<file path="src/rtl/gpr_wb_arbiter.sv">
// Write-back arbiter for the GPR file.
// Arbitrates execute and load results onto the single register-file write port
// (round-robin on contention), registers the winning write for one cycle, and keeps
// a per-register pending scoreboard that decode uses to stall on WAW hazards.
module gpr_wb_arbiter #(
    parameter int unsigned XLEN = 32
) (
    input  logic            clk,
    input  logic            rst,
    input  logic            exu_valid,
    input  logic [4:0]      exu_rd,
    input  logic [XLEN-1:0] exu_data,
    output logic            exu_ready,
    input  logic            lsu_valid,
    input  logic [4:0]      lsu_rd,
    input  logic [XLEN-1:0] lsu_data,
    output logic            lsu_ready,
    input  logic            issue_valid,
    input  logic [4:0]      issue_rd,
    output logic            issue_ready,
    output logic [31:0]     busy,
    output logic            RegWEn,
    output logic [4:0]      addr_towrite,
    output logic [XLEN-1:0] data_towrite,
    output logic [31:0]     wb_count
);

    // prio_lsu_q = 1 means lsu wins the next contention (exu was granted last)
    logic            prio_lsu_q, prio_lsu_d;
    logic            grant_exu, grant_lsu;
    logic            wen_q, wen_d;
    logic [4:0]      addr_q, addr_d;
    logic [XLEN-1:0] data_q, data_d;
    logic [31:0]     busy_q, busy_d;
    logic [31:0]     count_q, count_d;
    logic            issue_accept;

    // Grant decision: a lone requester always wins, contention goes to the favoured side
    always_comb begin
        grant_exu = 1'b0;
        grant_lsu = 1'b0;
        if (!rst) begin
            if (exu_valid && lsu_valid) begin
                grant_lsu = prio_lsu_q;
                grant_exu = !prio_lsu_q;
            end else begin
                grant_exu = exu_valid;
                grant_lsu = lsu_valid;
            end
        end
    end

    assign exu_ready    = grant_exu;
    assign lsu_ready    = grant_lsu;
    assign issue_ready  = !rst && ((issue_rd == 5'd0) || !busy_q[issue_rd]);
    assign issue_accept = issue_valid && issue_ready && (issue_rd != 5'd0);

    // Next-state: pointer, registered write, scoreboard and commit counter
    always_comb begin
        prio_lsu_d = prio_lsu_q;
        wen_d      = 1'b0;
        addr_d     = addr_q;
        data_d     = data_q;
        busy_d     = busy_q;
        count_d    = count_q;

        if (grant_exu) begin
            prio_lsu_d = 1'b1;
            if (exu_rd != 5'd0) begin
                wen_d  = 1'b1;
                addr_d = exu_rd;
                data_d = exu_data;
            end
        end else if (grant_lsu) begin
            prio_lsu_d = 1'b0;
            if (lsu_rd != 5'd0) begin
                wen_d  = 1'b1;
                addr_d = lsu_rd;
                data_d = lsu_data;
            end
        end

        // Clear first so a same-index set on this edge wins
        if (wen_q) begin
            busy_d[addr_q] = 1'b0;
            count_d        = count_q + 32'd1;
        end
        if (issue_accept) begin
            busy_d[issue_rd] = 1'b1;
        end
        busy_d[0] = 1'b0;
    end

    // State registers with asynchronous reset
    always_ff @(posedge clk or posedge rst) begin
        if (rst) begin
            prio_lsu_q <= 1'b0;
            wen_q      <= 1'b0;
            addr_q     <= 5'd0;
            data_q     <= '0;
            busy_q     <= 32'd0;
            count_q    <= 32'd0;
        end else begin
            prio_lsu_q <= prio_lsu_d;
            wen_q      <= wen_d;
            addr_q     <= addr_d;
            data_q     <= data_d;
            busy_q     <= busy_d;
            count_q    <= count_d;
        end
    end

    assign busy         = busy_q;
    assign RegWEn       = wen_q;
    assign addr_towrite = addr_q;
    assign data_towrite = data_q;
    assign wb_count     = count_q;

endmodule

</file>
<file path="config.mk">
export PLATFORM = sky130hd
export DESIGN_NAME = gpr_wb_arbiter
export DESIGN_NICKNAME = d
export VERILOG_FILES = /design/src/rtl/gpr_wb_arbiter.sv
export SDC_FILE = /design/constraint.sdc
export NUM_CORES = 1
export LEC_CHECK = 0
export ABC_AREA = 0
export CORE_MARGIN = 1.5
export CORE_UTILIZATION = 41
export DETAILED_ROUTE_END_ITERATION = 7
export GPL_TIMING_DRIVEN = 0
export PLACE_DENSITY = 0.75
export RECOVER_POWER = 25
export REMOVE_ABC_BUFFERS = 1
export SKIP_LAST_GASP = 1
export SLEW_MARGIN = 20
export SYNTH_ARGS = -nofsm -noshare
export SYNTH_HDL_FRONTEND = slang
export SYNTH_SLANG_ARGS = --single-unit
</file>
<file path="constraint.sdc">
create_clock -name clk -period 5.5 [get_ports clk]
set_input_delay 1.1 -clock clk [delete_from_list [all_inputs] [get_ports clk]]
set_output_delay 1.1 -clock clk [all_outputs]
set_load 0.02 [all_outputs]
</file>
==> flow_metrics.env <==
export IMPL_status="finished, final reports clean"
export IMPL_worst_r2r_startpoint="prio_lsu_q$_DFFE_PP0P_"
export IMPL_vdd_drop_max_v=0.000171
export IMPL_crit_path_max_fo=18
export IMPL_synth_adder_area_share_pct=0.238
export IMPL_tritoncts="yes"
export IMPL_ys_async_sr_fraction_pct=100
export IMPL_ctsLongestPathBuffers=2
export IMPL_start_point_of_the_worst_hold_path="wb_count[31]$_DFFE_PP0P_"
export IMPL_grt_pass1_wl_mm=22.4
export IMPL_maxSlewViolCount=0
export IMPL_dominant_combinational_cell_family_by_area_after_synthesis="multiplexers"
export IMPL_seq_power_share_pct=38.4
export IMPL_setup_violators_final=0
export IMPL_worst_endpoint_arrival_ns=4.16
export IMPL_cts_inserted_buffers=9
export IMPL_power_density_cell_area_nw_per_um2=394
export IMPL_dp_worst_setup_slack_ns=0.282
export IMPL_post_cts_buffers=0
export IMPL_syn_avg_cell_area_um2=12.0
export IMPL_cts_num_sinks=102
export IMPL_critPathTopFamily="buffers and inverters"
export IMPL_fp_row_count=41
export IMPL_drcViolationCount=0
export IMPL_finalWirelength_mm=14.3
export IMPL_routabilityCongestion=0.820
export IMPL_worst_path_buf_inv=2
export IMPL_cts_max_level=3
export IMPL_number_of_synthesized_register_bits=102
export IMPL_synth_simple_gate_area_share_pct=12.9
export IMPL_intPower_mw=1.94
export IMPL_synthesis_yosys_warnings=0
export IMPL_timing_worst_slew_pin_value_ns=1.00
export IMPL_cts_root_buffer_cell="sky130_fd_sc_hd__clkbuf_16"
export IMPL_synth_compound_area_share_pct=9.34
export IMPL_fillCellCount=1042
export IMPL_areaGrowthSynthToFinish_pct=43.6
export IMPL_dp_cells=782
export IMPL_detail_route_wl_per_cell_um=17.9
export IMPL_start_kind="input pin"
export IMPL_timing_setup_tns_ns=0
export IMPL_clk_transition_reported_paths_ns=0.07
export IMPL_n_antenna_cell=0
export IMPL_final_net_count=706
export IMPL_postPlaceCellArea_um2=7320
export IMPL_design_portCount=189
export IMPL_grt_overflow_total=0
export IMPL_fp_dieH_um=116
export IMPL_clock_power_share_pct=21.3
export IMPL_share_comb_of_total_power_pct=40.3
export IMPL_cpMaxStageDelayCell="sky130_fd_sc_hd__clkdlybuf4s50_1"
export IMPL_final_layout_size_suffix_gt1_share_pct=18.2
export IMPL_max_slew_headroom_pct=32.5
export IMPL_syn_instance_count=437
export IMPL_switching_share_pct=34.8
export IMPL_global_route_usage_total_pct=21.7
export IMPL_crit_top_cell="sky130_fd_sc_hd__clkdlybuf4s50_1"
export IMPL_worst_clock_skew_ns=0.0123
export IMPL_final_cell_area_um2=7560
export IMPL_via_count=4284
export IMPL_power_static_leakage_nw=2.99
export IMPL_initialDrtViolationCount=208
export IMPL_worstPathCellList="clkdlybuf4s50_1 > mux2i_1 > o32ai_1 > a311o_1 > a2111oi_2 > clkdlybuf4s50_1"
export IMPL_switching_power_mw=1.04
export IMPL_max_cap_viol_count=0
export IMPL_grt_setup_unrepaired="false"
export IMPL_timing_final_hold_violations=0
export IMPL_die_area_um2=13500
export IMPL_via_per_inst=5.38
export IMPL_timing_critical_path_required_ns=4.40
export IMPL_mappedNetlistArea_um2=5260
export IMPL_ys_flop_type="sky130_fd_sc_hd__dfrtp_1"
export IMPL_grt_antenna_before_repair=0
export IMPL_initial_utilization_pct=41.9
export IMPL_post_route_util_pct=60.1
export IMPL_number_of_distinct_library_cells_after_synthesis=49
export IMPL_hold_buffers=0
export IMPL_critPathCaptureType="primary output"
export IMPL_clock_latency_ns=0.35
export IMPL_dp_hpwl_mm=10.4
export IMPL_critPathKind="in -> out"
export IMPL_hp_class="reg -> reg"
export IMPL_timing_reg2reg_worst_path_depth=6
export IMPL_post_route_period_util_pct=95.6
export IMPL_sequential_to_total_area_share_from_yosys_stat_pct=48.5
export IMPL_worst_hold_path_endpoint="wb_count[31]$_DFFE_PP0P_"
export IMPL_core_area_um2=12600
export IMPL_post_cts_resized_instances=0
export IMPL_hold_path_stages=1
export IMPL_instances_no_fill=797
export IMPL_vias_in_the_first_global_route=4369
export IMPL_chipWidth_um=116
export IMPL_synth_edff_count=0
export IMPL_post_synth_xor_area_fraction_pct=5.16
export IMPL_max_freq_ghz=0.190
export IMPL_grt_start_max_net_pins=59
export IMPL_placement_io_buffers=187
export IMPL_post_route_antenna_net_violation_count=0
export IMPL_timing_final_crit_period_ns=5.26
export IMPL_synth_mux_area_share_pct=20.9
export IMPL_timing_critical_path_slowest_cell_delay_ns=1.06
export IMPL_post_layout_worst_setup_margin_ns=0.241
export IMPL_number_of_iterations_in_the_first_detailed_routing_pass=5
export IMPL_worst_r2r_setup_slack_ns=3.18
export IMPL_critical_path_reg2reg_endpoint="data_towrite[30]$_DFFE_PP0P_"
[metrics by stage]
step | total power, mW | hold WS (ns)
global route | 3.13 | 0.500
global placement | 2.33 | 0.464
CTS | 3.00 | 0.483
finish | 2.98 | 0.472
detailed placement | 2.36 | 0.474
floorplan | 1.74 | 0.479
[synth_stat cells (all sizes together) (3+ instances only)]
cell type | number | area (um2)
and3 | 4 | 25.0
and4 | 3 | 26.3
buf | 14 | 113
clkbuf | 4 | 15.0
dfrtp | 102 | 2550
inv | 7 | 26.3
mux2 | 80 | 972
mux2i | 8 | 80.1
nand2 | 18 | 67.6
nand2b | 5 | 31.3
nand3 | 22 | 110
nand3b | 9 | 67.6
nand4 | 11 | 90.1
nor2 | 14 | 55.1
nor3 | 7 | 55.1
nor4 | 5 | 50.1
o21ai | 50 | 250
o31ai | 12 | 90.1
o41ai | 3 | 52.6
or3 | 5 | 31.3
or3b | 4 | 35.0
xnor2 | 22 | 193
xor2 | 9 | 78.8
[routing by layer]
metal	GRT usage, %	vias to the layer above	share of wire (%)
met3	6.33	17	7.8
met5	0	-	0
li1	-	1973	-
met1	26.8	2119	41
met2	36.0	175	49
met4	8.94	0	2.0
[area by class of cell]
cell class / count / area (um2) / area share (%)
clock buffer: 11 / 243 / 3.21
multi-input combinational: 310 / 2520 / 33.3
timing repair buffer: 191 / 1950 / 25.8
sequential: 102 / 2550 / 33.8
tap: 172 / 215 / 2.85
clock inverter: 4 / 47.5 / 0.629
inverter: 7 / 31.3 / 0.414
[placed cells by master, fill, tap and decap left out, types with 2 or more instances in the layout]
cell | Yosys | layout
sky130_fd_sc_hd__mux2_2 | 60 | 60
sky130_fd_sc_hd__and4_1 | 3 | 3
sky130_fd_sc_hd__and3_1 | 4 | 4
sky130_fd_sc_hd__o22ai_1 | 2 | 2
sky130_fd_sc_hd__clkbuf_16 | 0 | 9
sky130_fd_sc_hd__nand4_1 | 9 | 10
sky130_fd_sc_hd__xor2_1 | 9 | 9
sky130_fd_sc_hd__nor3_1 | 3 | 7
sky130_fd_sc_hd__o31ai_1 | 12 | 12
sky130_fd_sc_hd__nand2_1 | 18 | 18
sky130_fd_sc_hd__clkinv_2 | 0 | 2
sky130_fd_sc_hd__nor4_1 | 2 | 4
sky130_fd_sc_hd__nand2b_1 | 5 | 5
sky130_fd_sc_hd__nor2_1 | 13 | 13
sky130_fd_sc_hd__or3b_2 | 4 | 4
sky130_fd_sc_hd__or3_1 | 5 | 5
sky130_fd_sc_hd__clkdlybuf4s50_1 | 0 | 186
sky130_fd_sc_hd__buf_8 | 0 | 2
sky130_fd_sc_hd__o21ai_0 | 50 | 50
sky130_fd_sc_hd__mux2_4 | 19 | 19
sky130_fd_sc_hd__inv_1 | 7 | 6
sky130_fd_sc_hd__nand3_1 | 22 | 22
sky130_fd_sc_hd__mux4_2 | 2 | 2
sky130_fd_sc_hd__nand3b_1 | 9 | 9
sky130_fd_sc_hd__dfrtp_1 | 102 | 102
sky130_fd_sc_hd__xnor2_1 | 22 | 22
sky130_fd_sc_hd__mux2i_1 | 8 | 8
[cell families (layout without fill, tap and decap cells)]
kind of cell | after synthesis | in the layout
fa+ha+maj | 1 | 1
compound gates | 76 | 76
flops | 102 | 102
simple gates | 111 | 111
buf+inv | 25 | 213
xor+xnor | 31 | 31
mux | 90 | 90
other cells | 1 | 1
[flip-flops by register name (all words and copies together) (netlist names)]
name and flops:
addr_towrite 5, RegWEn 1, data_towrite 32, busy 31
wb_count 32, prio_lsu_q 1
[worst max-delay path by stage]
stage,depth (start not counted),endpoint,slack (ns),from
3_5_place_dp,6,issue_ready,0.28,issue_rd[1]
4_1_cts,6,issue_ready,0.23,issue_rd[1]
2_1_floorplan,3,issue_ready,0.05,rst
3_3_place_gp,5,issue_ready,-2.18,rst
6_report,6,issue_ready,0.24,issue_rd[1]
5_1_grt,6,issue_ready,0.09,issue_rd[1]
[power by group through the flow]
stage	logic, mW	clock network (mW)	registers, mW
floorplan	0.380	0	1.36
global placement	1.18	0	1.14
detailed placement	1.21	0	1.15
CTS	1.21	0.646	1.14
global route	1.28	0.684	1.16
finish	1.20	0.635	1.14
Note: power is estimated with default switching activity, not from simulation.
